<file path="config.mk">
export PLATFORM = sky130hd
export DESIGN_NAME = udp_frame_initiator
export DESIGN_NICKNAME = d
export VERILOG_FILES = /design/src/rtl/udp_frame_initiator_pkg.sv /design/src/rtl/udp_byte_shifter.sv /design/src/rtl/udp_frame_initiator.sv
export SDC_FILE = /design/constraint.sdc
export NUM_CORES = 1
export LEC_CHECK = 0
export CORE_ASPECT_RATIO = 2
export CORE_UTILIZATION = 50
export CTS_CLUSTER_SIZE = 20
export DETAILED_ROUTE_END_ITERATION = 7
export PLACE_DENSITY = 0.86
export SKIP_CTS_REPAIR_TIMING = 1
export SLEW_MARGIN = 0
export SYNTH_ARGS = -nofsm -noshare
export SYNTH_HDL_FRONTEND = slang
export SYNTH_SLANG_ARGS = --single-unit
</file>
<file path="constraint.sdc">
create_clock -name sysclk -period 15.4 [get_ports sysclk]
set_input_delay 3.85 -clock sysclk [delete_from_list [all_inputs] [get_ports sysclk]]
set_output_delay 3.85 -clock sysclk [all_outputs]
set_load 0.02 [all_outputs]
</file>
<file path="src/rtl/udp_frame_initiator_pkg.sv">
// rtl/udp_frame_initiator_pkg.sv - shared states, header layout and default addressing for the UDP frame initiator
package udp_frame_initiator_pkg;

    typedef enum logic [3:0] {
        ST_IDLE,
        ST_LOAD,
        ST_SEND,
        ST_REQ,
        ST_WAIT_RX,
        ST_H0,
        ST_H1,
        ST_H2,
        ST_DATA,
        ST_DISCARD,
        ST_CHECK
    } state_t;

    localparam int          HEAD_WORDS         = 3;
    localparam logic [31:0] DEF_MSGID          = 32'h7469_7277;
    localparam logic [31:0] DEF_PEER_IP        = {8'd192, 8'd168, 8'd10, 8'd14};
    localparam logic [15:0] DEF_PEER_PORT      = 16'd2390;
    localparam logic [15:0] DEF_LOCAL_PORT     = 16'd11451;

    // States in which the reply deadline is running.
    function automatic logic reply_window(input state_t s);
        return s inside {ST_WAIT_RX, ST_H0, ST_H1, ST_H2, ST_DATA, ST_DISCARD, ST_CHECK};
    endfunction

endpackage

</file>
<file path="src/rtl/udp_byte_shifter.sv">
// rtl/udp_byte_shifter.sv - parallel-load MSB-first byte serializer/deserializer with saturating byte counter
module udp_byte_shifter #(
    parameter int WIDTH = 80
) (
    input  logic             sysclk,
    input  logic             rst,
    input  logic             load,
    input  logic [WIDTH-1:0] load_data,
    input  logic             clear,
    input  logic             shift,
    input  logic [7:0]       shift_in,
    output logic [WIDTH-1:0] data,
    output logic [7:0]       count
);

    always_ff @(posedge sysclk or posedge rst) begin
        if (rst) begin
            data  <= '0;
            count <= 8'd0;
        end else if (load) begin
            data  <= load_data;
            count <= 8'd0;
        end else if (clear) begin
            data  <= '0;
            count <= 8'd0;
        end else if (shift) begin
            data <= {data[WIDTH-9:0], shift_in};
            if (count != 8'hFF) begin
                count <= count + 8'd1;
            end
        end
    end

endmodule

</file>
<file path="src/rtl/udp_frame_initiator.sv">
// rtl/udp_frame_initiator.sv - periodic UDP command sender that validates and latches the peer's reply
module udp_frame_initiator
    import udp_frame_initiator_pkg::*;
#(
    parameter int          BUFFER_SIZE   = 80,
    parameter logic [31:0] MSGID         = DEF_MSGID,
    parameter logic [31:0] PEER_IP       = DEF_PEER_IP,
    parameter logic [15:0] PEER_PORT     = DEF_PEER_PORT,
    parameter logic [15:0] LOCAL_PORT    = DEF_LOCAL_PORT,
    parameter logic [31:0] PERIOD        = 32'd50000,
    parameter logic [31:0] REPLY_TIMEOUT = 32'd25000
) (
    input  logic                    sysclk,
    input  logic                    rst,
    input  logic [BUFFER_SIZE-33:0] tx_data,
    output logic [BUFFER_SIZE-33:0] rx_data,
    output logic                    pkg_timeout,
    output logic                    cycle_done,
    output logic [31:0]             tx_ip_o,
    output logic [15:0]             tx_dst_port_o,
    output logic                    tx_req_o,
    input  logic                    tx_req_rdy_i,
    output logic [7:0]              tx_data_o,
    output logic                    tx_data_av_o,
    input  logic                    rx_head_av_i,
    input  logic [31:0]             rx_head_i,
    output logic                    rx_head_rdy_o,
    input  logic                    rx_data_av_i,
    input  logic [7:0]              rx_data_i
);

    localparam int         PW          = BUFFER_SIZE - 32;
    localparam logic [7:0] FRAME_BYTES = 8'(BUFFER_SIZE / 8);
    localparam logic [7:0] LAST_BYTE   = 8'(BUFFER_SIZE / 8 - 1);
    localparam logic [1:0] HEAD_SKIP   = 2'(HEAD_WORDS);

    state_t                 state, state_nx;
    logic [31:0]            period_cnt, reply_cnt;
    logic [1:0]             head_skip;
    logic                   ip_ok;
    logic [BUFFER_SIZE-1:0] tx_frame, rx_frame;
    logic [7:0]             tx_count, rx_count;
    logic                   period_wrap, reply_expired, head_free;
    logic                   stray_accept, reply_accept, head_match, frame_ok;
    logic                   frame_valid, timeout_hit;
    logic                   tx_load, tx_shift, rx_clear, rx_shift;
    logic                   unused_tx;

    assign period_wrap   = (period_cnt == PERIOD - 32'd1);
    assign reply_expired = (reply_cnt >= REPLY_TIMEOUT);
    // After any header accept the next HEAD_WORDS clocks carry its words, not a new header.
    assign head_free     = (head_skip == 2'd0);
    assign stray_accept  = rx_head_av_i && head_free && (state inside {ST_IDLE, ST_LOAD, ST_SEND, ST_REQ});
    assign reply_accept  = rx_head_av_i && head_free && (state == ST_WAIT_RX) && !reply_expired;
    assign rx_head_rdy_o = stray_accept || reply_accept;
    assign head_match    = ip_ok && (rx_head_i[31:16] == PEER_PORT) && (rx_head_i[15:0] == LOCAL_PORT);
    assign frame_ok      = (rx_count == FRAME_BYTES) && (rx_frame[BUFFER_SIZE-1 -: 32] == MSGID);

    assign tx_load       = (state == ST_LOAD) && tx_req_rdy_i;
    assign tx_shift      = (state == ST_SEND);
    assign rx_clear      = (state == ST_H2);
    assign rx_shift      = (state == ST_DATA) && rx_data_av_i;

    assign tx_data_av_o  = (state == ST_SEND);
    assign tx_data_o     = tx_data_av_o ? tx_frame[BUFFER_SIZE-1 -: 8] : 8'h00;
    assign tx_req_o      = (state == ST_REQ) && tx_req_rdy_i;
    assign tx_ip_o       = PEER_IP;
    assign tx_dst_port_o = PEER_PORT;
    assign unused_tx     = ^tx_frame[BUFFER_SIZE-9:0];

    udp_byte_shifter #(.WIDTH(BUFFER_SIZE)) u_tx_shifter (
        .sysclk    (sysclk),
        .rst       (rst),
        .load      (tx_load),
        .load_data ({MSGID, tx_data}),
        .clear     (1'b0),
        .shift     (tx_shift),
        .shift_in  (8'h00),
        .data      (tx_frame),
        .count     (tx_count)
    );

    udp_byte_shifter #(.WIDTH(BUFFER_SIZE)) u_rx_shifter (
        .sysclk    (sysclk),
        .rst       (rst),
        .load      (1'b0),
        .load_data ('0),
        .clear     (rx_clear),
        .shift     (rx_shift),
        .shift_in  (rx_data_i),
        .data      (rx_frame),
        .count     (rx_count)
    );

    always_ff @(posedge sysclk or posedge rst) begin
        if (rst) begin
            state <= ST_IDLE;
        end else begin
            state <= state_nx;
        end
    end

    always_comb begin
        state_nx    = state;
        frame_valid = 1'b0;
        timeout_hit = 1'b0;
        case (state)
            ST_IDLE:    if (period_wrap) state_nx = ST_LOAD;
            ST_LOAD:    if (tx_req_rdy_i) state_nx = ST_SEND;
            ST_SEND:    if (tx_count == LAST_BYTE) state_nx = ST_REQ;
            ST_REQ:     if (tx_req_rdy_i) state_nx = ST_WAIT_RX;
            ST_WAIT_RX: begin
                if (reply_expired) begin
                    timeout_hit = 1'b1;
                    state_nx    = ST_IDLE;
                end else if (reply_accept) begin
                    state_nx = ST_H0;
                end
            end
            ST_H0, ST_H1, ST_H2: begin
                if (reply_expired) begin
                    timeout_hit = 1'b1;
                    state_nx    = ST_IDLE;
                end else if (state == ST_H0) begin
                    state_nx = ST_H1;
                end else if (state == ST_H1) begin
                    state_nx = ST_H2;
                end else begin
                    state_nx = head_match ? ST_DATA : ST_DISCARD;
                end
            end
            // A reply already in flight is finished before the deadline is judged.
            ST_DATA:    if (!rx_data_av_i && rx_count != 8'd0) state_nx = ST_CHECK;
            ST_DISCARD: begin
                if (reply_expired) begin
                    timeout_hit = 1'b1;
                    state_nx    = ST_IDLE;
                end else if (!rx_data_av_i) begin
                    state_nx = ST_WAIT_RX;
                end
            end
            ST_CHECK: begin
                if (frame_ok) begin
                    frame_valid = 1'b1;
                    state_nx    = ST_IDLE;
                end else if (reply_expired) begin
                    timeout_hit = 1'b1;
                    state_nx    = ST_IDLE;
                end else begin
                    state_nx = ST_WAIT_RX;
                end
            end
            default:    state_nx = ST_IDLE;
        endcase
    end

    always_ff @(posedge sysclk or posedge rst) begin
        if (rst) begin
            period_cnt  <= 32'd0;
            reply_cnt   <= 32'd0;
            head_skip   <= 2'd0;
            ip_ok       <= 1'b0;
            pkg_timeout <= 1'b1;
            cycle_done  <= 1'b0;
            rx_data     <= '0;
        end else begin
            period_cnt <= period_wrap ? 32'd0 : period_cnt + 32'd1;
            if (tx_req_o) begin
                reply_cnt <= 32'd0;
            end else if (reply_window(state) && reply_cnt != '1) begin
                reply_cnt <= reply_cnt + 32'd1;
            end
            if (rx_head_rdy_o) begin
                head_skip <= HEAD_SKIP;
            end else if (!head_free) begin
                head_skip <= head_skip - 2'd1;
            end
            if (state == ST_H0) begin
                ip_ok <= (rx_head_i == PEER_IP);
            end
            if (timeout_hit) begin
                pkg_timeout <= 1'b1;
            end else if (frame_valid) begin
                pkg_timeout <= 1'b0;
            end
            cycle_done <= frame_valid;
            if (frame_valid) begin
                rx_data <= rx_frame[PW-1:0];
            end
        end
    end

endmodule

</file>
[Word level (Yosys, flattened, before mapping)]
Cells that the tools add are included.
Storage, ports and cells
  output and inout port bits: 109
  bits in registers: 297
Operators by class
  $lt $le $gt $ge: 1
  eq/ne operators: 28
  $add $sub $neg: 5
  reduce and logical (&&, ||, !) cells: 31
  mux-type cells: 39
Operators with widths (number)
  $mux W80: 4
  $mux W32: 3
  $add A32 B1 Y32 const B: 2
  $mux W8: 7
  $mux W4: 12
  $pmux W4 S9: 1
  $eq A32 B16 Y1 const B: 1
  $eq A32 B31 Y1 const B: 1
  $eq A32 B32 Y1 const B: 1
  $ge A32 B15 Y1 const B: 1
  $ne A32 B32 Y1 const B: 1
  $add A8 B1 Y8 const B: 2
  $eq A16 B12 Y1 const B: 1
  $eq A16 B14 Y1 const B: 1
  $eq A4 B3 Y1 const B: 4
  $eq A8 B4 Y1 const B: 2
  $ne A8 B8 Y1 const B: 2
  $eq A4 B4 Y1 const B: 3
  $logic_and A1 B1 Y1: 12
  $reduce_bool A2 Y1: 6
  $eq A4 B2 Y1 const B: 2
  $ne A2 B2 Y1 const B: 4
  $reduce_bool A8 Y1: 1
  $mux W1: 7
  17 further kinds: 23

[Logic depth before layout (Yosys ltp)]
  depth after elaboration: 8
  gate-level depth with buffers: 10

[Cells and area by module]
A second synthesis with hierarchy kept.
Second synthesis, totals
  cells, all modules: 1399
  area, all modules: 14605.3 µm²
By module, submodules not included
  udp_byte_shifter: instances 2, sequential area each 2202.1 µm², cells an instance 392, area each 4097.7 µm²
  udp_frame_initiator: instances 1, sequential area each 3029.2 µm², cells an instance 615, area each 6409.9 µm²

[Worst setup path before layout]
Ideal clock, no wire load.
  path kind: input to output
  start: in tx_req_rdy_i
  end: out tx_req_o
  required time: 11.550 ns
  stages on the path: 3
  data arrival time: 4.451 ns
  path slack: 7.099 ns
  path buffers: 1
  path through: nand3_1 clkinv_1 clkbuf_1
Between the ends
  cells in the longest elaborated chain, start to end: 1
RTL lines
  start: declaration: line udp_frame_initiator.sv:22  | input logic tx_req_rdy_i,
  $logic_and A1 B1 Y1: line udp_frame_initiator.sv:66  | assign tx_req_o = (state == ST_REQ) && tx_req_rdy_i;
  end: declaration: line udp_frame_initiator.sv:21  | output logic tx_req_o,
Every way passes these cells.

[Worst setup path in the final report]
Same ends and word-level chain as after synthesis.

==> results.yml <==
min_path:
  min_from: "u_tx_shifter.data[45]"
  min_path_cells: 2
  min_to: "u_tx_shifter.data[45]"
  min_path_type: "reg -> reg"
sta:
  rsz0062_at_grt: "no"
  setup_ws_ps: 5230
  max_freq_ghz: 0.0984
  post-route-period-util_pct: 66.0
  relSlewSlack_pct: 27.1
  period_minus_slack_ps: 10170
  drv_slew: 0
  finalSetupTns_ps: 0
  setup_violations: 0
  whs_ps: 480
  worst_pin_slew_ps: 1090
  hold_violations: 0
  fin_skew_ps: 10.9
clocking:
  htreeDepth: 1
  clkTransAtPathRegs_ps: 70
  clk_latency_ps: 540
  cts_tree: "yes"
  clkSinkCount: 297
  clockBufferDepth: 3
  cts_root_buffer: "clkbuf_16"
  numCtsBuffers: 26
global_route:
  grt.met1_usage_pct: 25.3
  grt_use_met3_pct: 3.31
  grt_pass1_wl_um: 52600
  grt.overflow.total: 0
  met2_usage_pct: 42.5
  grt_pass1_vias: 11000
  grt_max_degree: 159
  antenna_found_initial: 1
  top_usage_layer: "met2"
  grtUsageTotal_pct: 22.9
placement:
  port_buffers: 153
  place_hpwl_um: 21000
  dp_slack_ps: 5290
  placed_cells: 1877
  place.gp.congestion: 0.936
route:
  drt_pre_antenna_iters: 7
  wl_per_cell_um: 16.6
  drcViolationCount: 0
  drtIter0Drc: 843
  via_count: 10800
  wl_um: 31900
  drtAntennaViolNets: 0
  routed_via_density: 5.61
floorplan:
  dieWidth_um: 119
  start_util_pct: 51.1
  die_h_um: 236
  rows: 85
  io_pins: 202
  die_area_um2: 28200
  core_um2: 26900
layout:
  fin_cells: 1920
  area_growth_pct: 17.5
  drive_gt1_share_pct: 7.38
  final_cell_mix: "nand2_1 (372), dfrtp_1 (296), clkdlybuf4s50_1 (153), a21oi_1 (112), nor2_1 (94)"
  nFillCells: 2172
  fin_nets: 1659
  final_common_cell: "nand2_1"
synth:
  ys_seq_area_share_pct: 54.1
  syn_area_per_cell_um2: 9.51
  syn-instance-count: 1444
  yosysWarnings: 0
  ys_seq_elements: 297
  yosysUniqueCellTypes: 63
  syn_area_um2: 13700
  async_reset_ff_share_pct: 100
  synth_ff_type: "dfrtp_1"
  synth_edf_count: 0
worst_setup_path:
  crit_top_cell: "clkdlybuf4s50_1"
  worstPathRequired_ps: 11550
  r2r_slack_ps: 11790
  cp-end-kind: "output port"
  r2r_end: "u_tx_shifter.count[7]"
  slowest_stage: "clkdlybuf4s50_1"
  crit_chain: "clkdlybuf4s50_1 -> nand3_1 -> clkinv_1 -> clkdlybuf4s50_1"
  critPathMaxFanout: 27
  crit_path_max_incr_delay_ps: 800
  critPathBufInv: 3
  cp-start-kind: "primary input"
  crit_type: "in -> out"
  timing.critical_path.max_delay_family: "buffers and inverters"
  cp.arrival_ps: 6320
  worst-r2r-cell-count: 11
  worstReg2RegStart: "state[1]"
pwr:
  powerDensity_nw_per_um2: 140
  max-vdd-ir-drop_v: 0.000124
  p_leak_nw: 7.29
flow_run:
  maxCapViolCount: 0
outcome:
  status: "finished clean"
-- cell type report --
class | count | area (um^2) | area share, %
inverters | 22 | 90.1 | 0.558
clock inverters | 9 | 106 | 0.659
well taps | 348 | 435 | 2.70
clock buffers | 33 | 728 | 4.51
flip-flops and latches | 297 | 7430 | 46.1
multi-input cells | 1046 | 5730 | 35.5
repair buffers | 164 | 1610 | 10.0
diodes | 1 | 2.50 | 0.0155
-- synthesized netlist by cell type, drive strengths merged, types with 20 or more instances --
library cell  instances  area (um^2)
nand3                59          295
nand2               374         1400
dfrtp               296         7410
nand4                25          156
xor2                 27          236
clkbuf               68          255
xnor2                26          228
nor2                 94          353
inv                  21         78.8
and3                 20          125
a21oi               112          561
a31oi                37          231
buf                  57          433
mux2                 50          563
-- worst max-delay path by stage --
| stage | startpoint | endpoint | cells after the start |
|---|---|---|---|
| 2_1_floorplan | rst | cycle_done | 1 |
| 3_3_place_gp | tx_req_rdy_i | tx_req_o | 4 |
| 3_5_place_dp | tx_req_rdy_i | tx_req_o | 4 |
| 4_1_cts | tx_req_rdy_i | tx_req_o | 4 |
| 5_1_grt | tx_req_rdy_i | tx_req_o | 4 |
| 6_report | tx_req_rdy_i | tx_req_o | 4 |
-- report_power, final --
group	internal (mW)	switching, mW
sequential	0.917	0.0956
clock	0.367	0.285
combinational	0.220	0.372
-- sequential cells by signal, indices dropped and copies added (netlist names) --
name / count
cycle_done: 1
head_skip: 2
ip_ok: 1
period_cnt: 32
pkg_timeout: 1
reply_cnt: 32
rx_data: 48
state: 4
u_rx_shifter.count: 8
u_rx_shifter.data: 80
u_tx_shifter.count: 8
u_tx_shifter.data: 80
-- cell families (layout without fill, tap and decap cells) --
family | Yosys count | after routing | synth area share (%)
AO/OA/AOI/OAI | 210 | 210 | 8.95
XOR/XNOR | 53 | 53 | 3.38
adder cells (fa/ha/maj) | 9 | 9 | 0.820
buffers and inverters | 147 | 228 | 5.61
flip-flops | 297 | 297 | 54.1
multiplexers | 55 | 55 | 4.46
other | 2 | 49 | 0.0547
AND/OR/NAND/NOR | 671 | 671 | 22.6
-- worst min-delay path, delay by kind of cell (launching register included) --
| family | cells | cell delay (ps) |
|---|---|---|
| flip-flops | 1 | 350 |
| AND/OR/NAND/NOR | 2 | 100 |
-- metrics by stage --
stage               util, %  instance area, um^2  power [mW]
CTS                    60.0                16100        2.27
detailed placement     56.9                15300        1.61
floorplan                 -                13900        1.45
finish                 60.0                16100        2.26
global placement       56.9                15300        1.58
global route           60.0                16100        2.38
-- layer usage --
layer  wire length (um)  up-vias
li1                   -     5047
met1              11700     5311
met2              17500      327
met3               1550       77
met4               1210        0
met5                  0        -
(Power assumes the default switching activity.)
==> RTL change: new RTL, config.mk and constraints unchanged <==
Put one more register stage on the output `pkg_timeout`, without a reset. The value now appears one clock later. The other outputs are not delayed to match.
--- a/src/rtl/udp_frame_initiator.sv
+++ b/src/rtl/udp_frame_initiator.sv
@@ -35,4 +35,6 @@
     localparam logic [1:0] HEAD_SKIP   = 2'(HEAD_WORDS);
 
+    logic pkg_timeout_s0;
+
     state_t                 state, state_nx;
     logic [31:0]            period_cnt, reply_cnt;
@@ -161,5 +163,5 @@
             head_skip   <= 2'd0;
             ip_ok       <= 1'b0;
-            pkg_timeout <= 1'b1;
+            pkg_timeout_s0 <= 1'b1;
             cycle_done  <= 1'b0;
             rx_data     <= '0;
@@ -180,7 +182,7 @@
             end
             if (timeout_hit) begin
-                pkg_timeout <= 1'b1;
+                pkg_timeout_s0 <= 1'b1;
             end else if (frame_valid) begin
-                pkg_timeout <= 1'b0;
+                pkg_timeout_s0 <= 1'b0;
             end
             cycle_done <= frame_valid;
@@ -191,4 +193,8 @@
     end
 
+    always_ff @(posedge sysclk) begin
+        pkg_timeout <= pkg_timeout_s0;
+    end
+
 endmodule
 
Function: no difference found for any inputs over 10 cycles, from zero or initial values and one cycle with rst high; that may be too few to reach the edited logic, so the function may still have changed.
==> RTL change against the unedited design <==
Final area up 1.1%. First-iteration DRC count down 7.1%. Routed wire length up 2.1%. Area after synthesis up 0.15%. Worst setup slack better by 12 ps. Highest routed layer unchanged. Hold slack worse by 67 ps. Sequential cell count up 1. Maximum frequency up 0.11%. Largest cell class unchanged. Die area up 0.14%. Power up 4.9%.
==> RTL change: results (changes against the unedited design) <==
The largest net degree at the start of global routing is 176 (+11%), and the wire length on met1 is 11.6 mm (-1.1%). The master of the slowest instance on the critical path was sky130_fd_sc_hd__clkinv_1. The tools report the wire length on met3 as 1.76 mm (+14%). The number of distinct library cells after synthesis was 64 (+1.6%).

Ranked by total cell area, the synthesized netlist is headed by sky130_fd_sc_hd__dfrtp_1 54%, sky130_fd_sc_hd__nand2_1 10%, sky130_fd_sc_hd__a21oi_1 4.1%. The placed standard-cell area was 15300 sq um (+0.16%). The global-route met2 utilization was 42.4% (-0.14 points).

The actual transition at the worst max-transition pin was 1010 ps (-83.5 ps). The maximum operating frequency was 0.0985 GHz (+0.11%); the global-route met3 utilization was 3.28% (-0.037 points). The maximum ir drop on the vdd rail came out at 0.127 mV (+2.4%). In the final layout, the registers with the most flip-flops are u_rx_shifter.data: 80 flops, u_tx_shifter.data: 80 flops, rx_data: 48 flops.

The reported leakage power was 7.37 nW (+1.1%); the initial antenna violation count was 0 (-1). The total length of routed wires is 32.6 mm (+2.1%), and the combinational fraction of design power is 25.2% (-1.1 points). The met2 wirelength from detailed routing was 17.7 mm (+1.1%); the horizontal die dimension was 119 microns (about the same). The setup skew after layout came out at 8.00 ps (-2.91 ps). The flow ran to the end, and the final reports show no timing, DRC or antenna violations.

The power density over cell area is 145 nW/um^2 (+3.7%), and the via-per-instance ratio is 5.72 (+2.0%). The end point of the worst hold path was pkg_timeout. Net switching fraction of the power: 32.7% (-0.68 points). The worst hold margin came out at 413 ps (-66.7 ps).

The run gives 0 (-1) as the antenna diode instance count. The worst slack at placement is 5270 ps (-12.5 ps). The average cell area after synthesis is 9.52 sq um (about the same), and the stage delay of the slowest cell on the critical path is 770 ps (-30 ps). The run gives 0.909 (-2.9%) as the final estimated routing congestion in global placement. For the final HPWL from detailed placement, the log shows 21.3 mm (+1.5%).

The via count of the first global-routing pass is 10900 (-0.67%). The tools report the worst min-delay path startpoint as pkg_timeout_s0. The logs give 25.0% (-0.22 points) for the met1 layer usage reported by global route and 6300 ps (-20 ps) for the endpoint arrival time on the critical path. The count of routing violations after the opening detailed-route iteration is 783 (-7.1%). Share of layout cells above drive strength 1: 7.61% (+0.23 points). Worst reg-to-reg setup slack: 11700 ps (-90 ps).
[RTL change: changes by cell type in the layout (fill, tap and decap cells not counted), moves of 2 or more]
cell,delta
sky130_fd_sc_hd__bufinv_16,+4
sky130_fd_sc_hd__clkbuf_8,+3
sky130_fd_sc_hd__clkinv_2,-3
sky130_fd_sc_hd__buf_4,-2
[RTL change: final cells by class]
class	instances	area, sq um
inverters	22	90.1
multi-input cells	1046	5730
repair buffers	163	1620
fillers	2119	10700
flip-flops and latches	298	7450
clock buffers	37	773
clock inverters	11	221
well taps	348	435
[RTL change: cells by family (layout without fill, tap and decap cells)]
kind of cell             after synthesis  in the layout  share of synthesized area, %
AO/OA/AOI/OAI                        210            210                          8.94
XOR/XNOR                              53             53                          3.37
adder cells (fa/ha/maj)                9              9                         0.818
buffers and inverters                147            233                          5.60
flip-flops                           298            298                          54.2
multiplexers                          55             55                          4.46
other                                  2             48                        0.0546
AND/OR/NAND/NOR                      671            671                          22.6
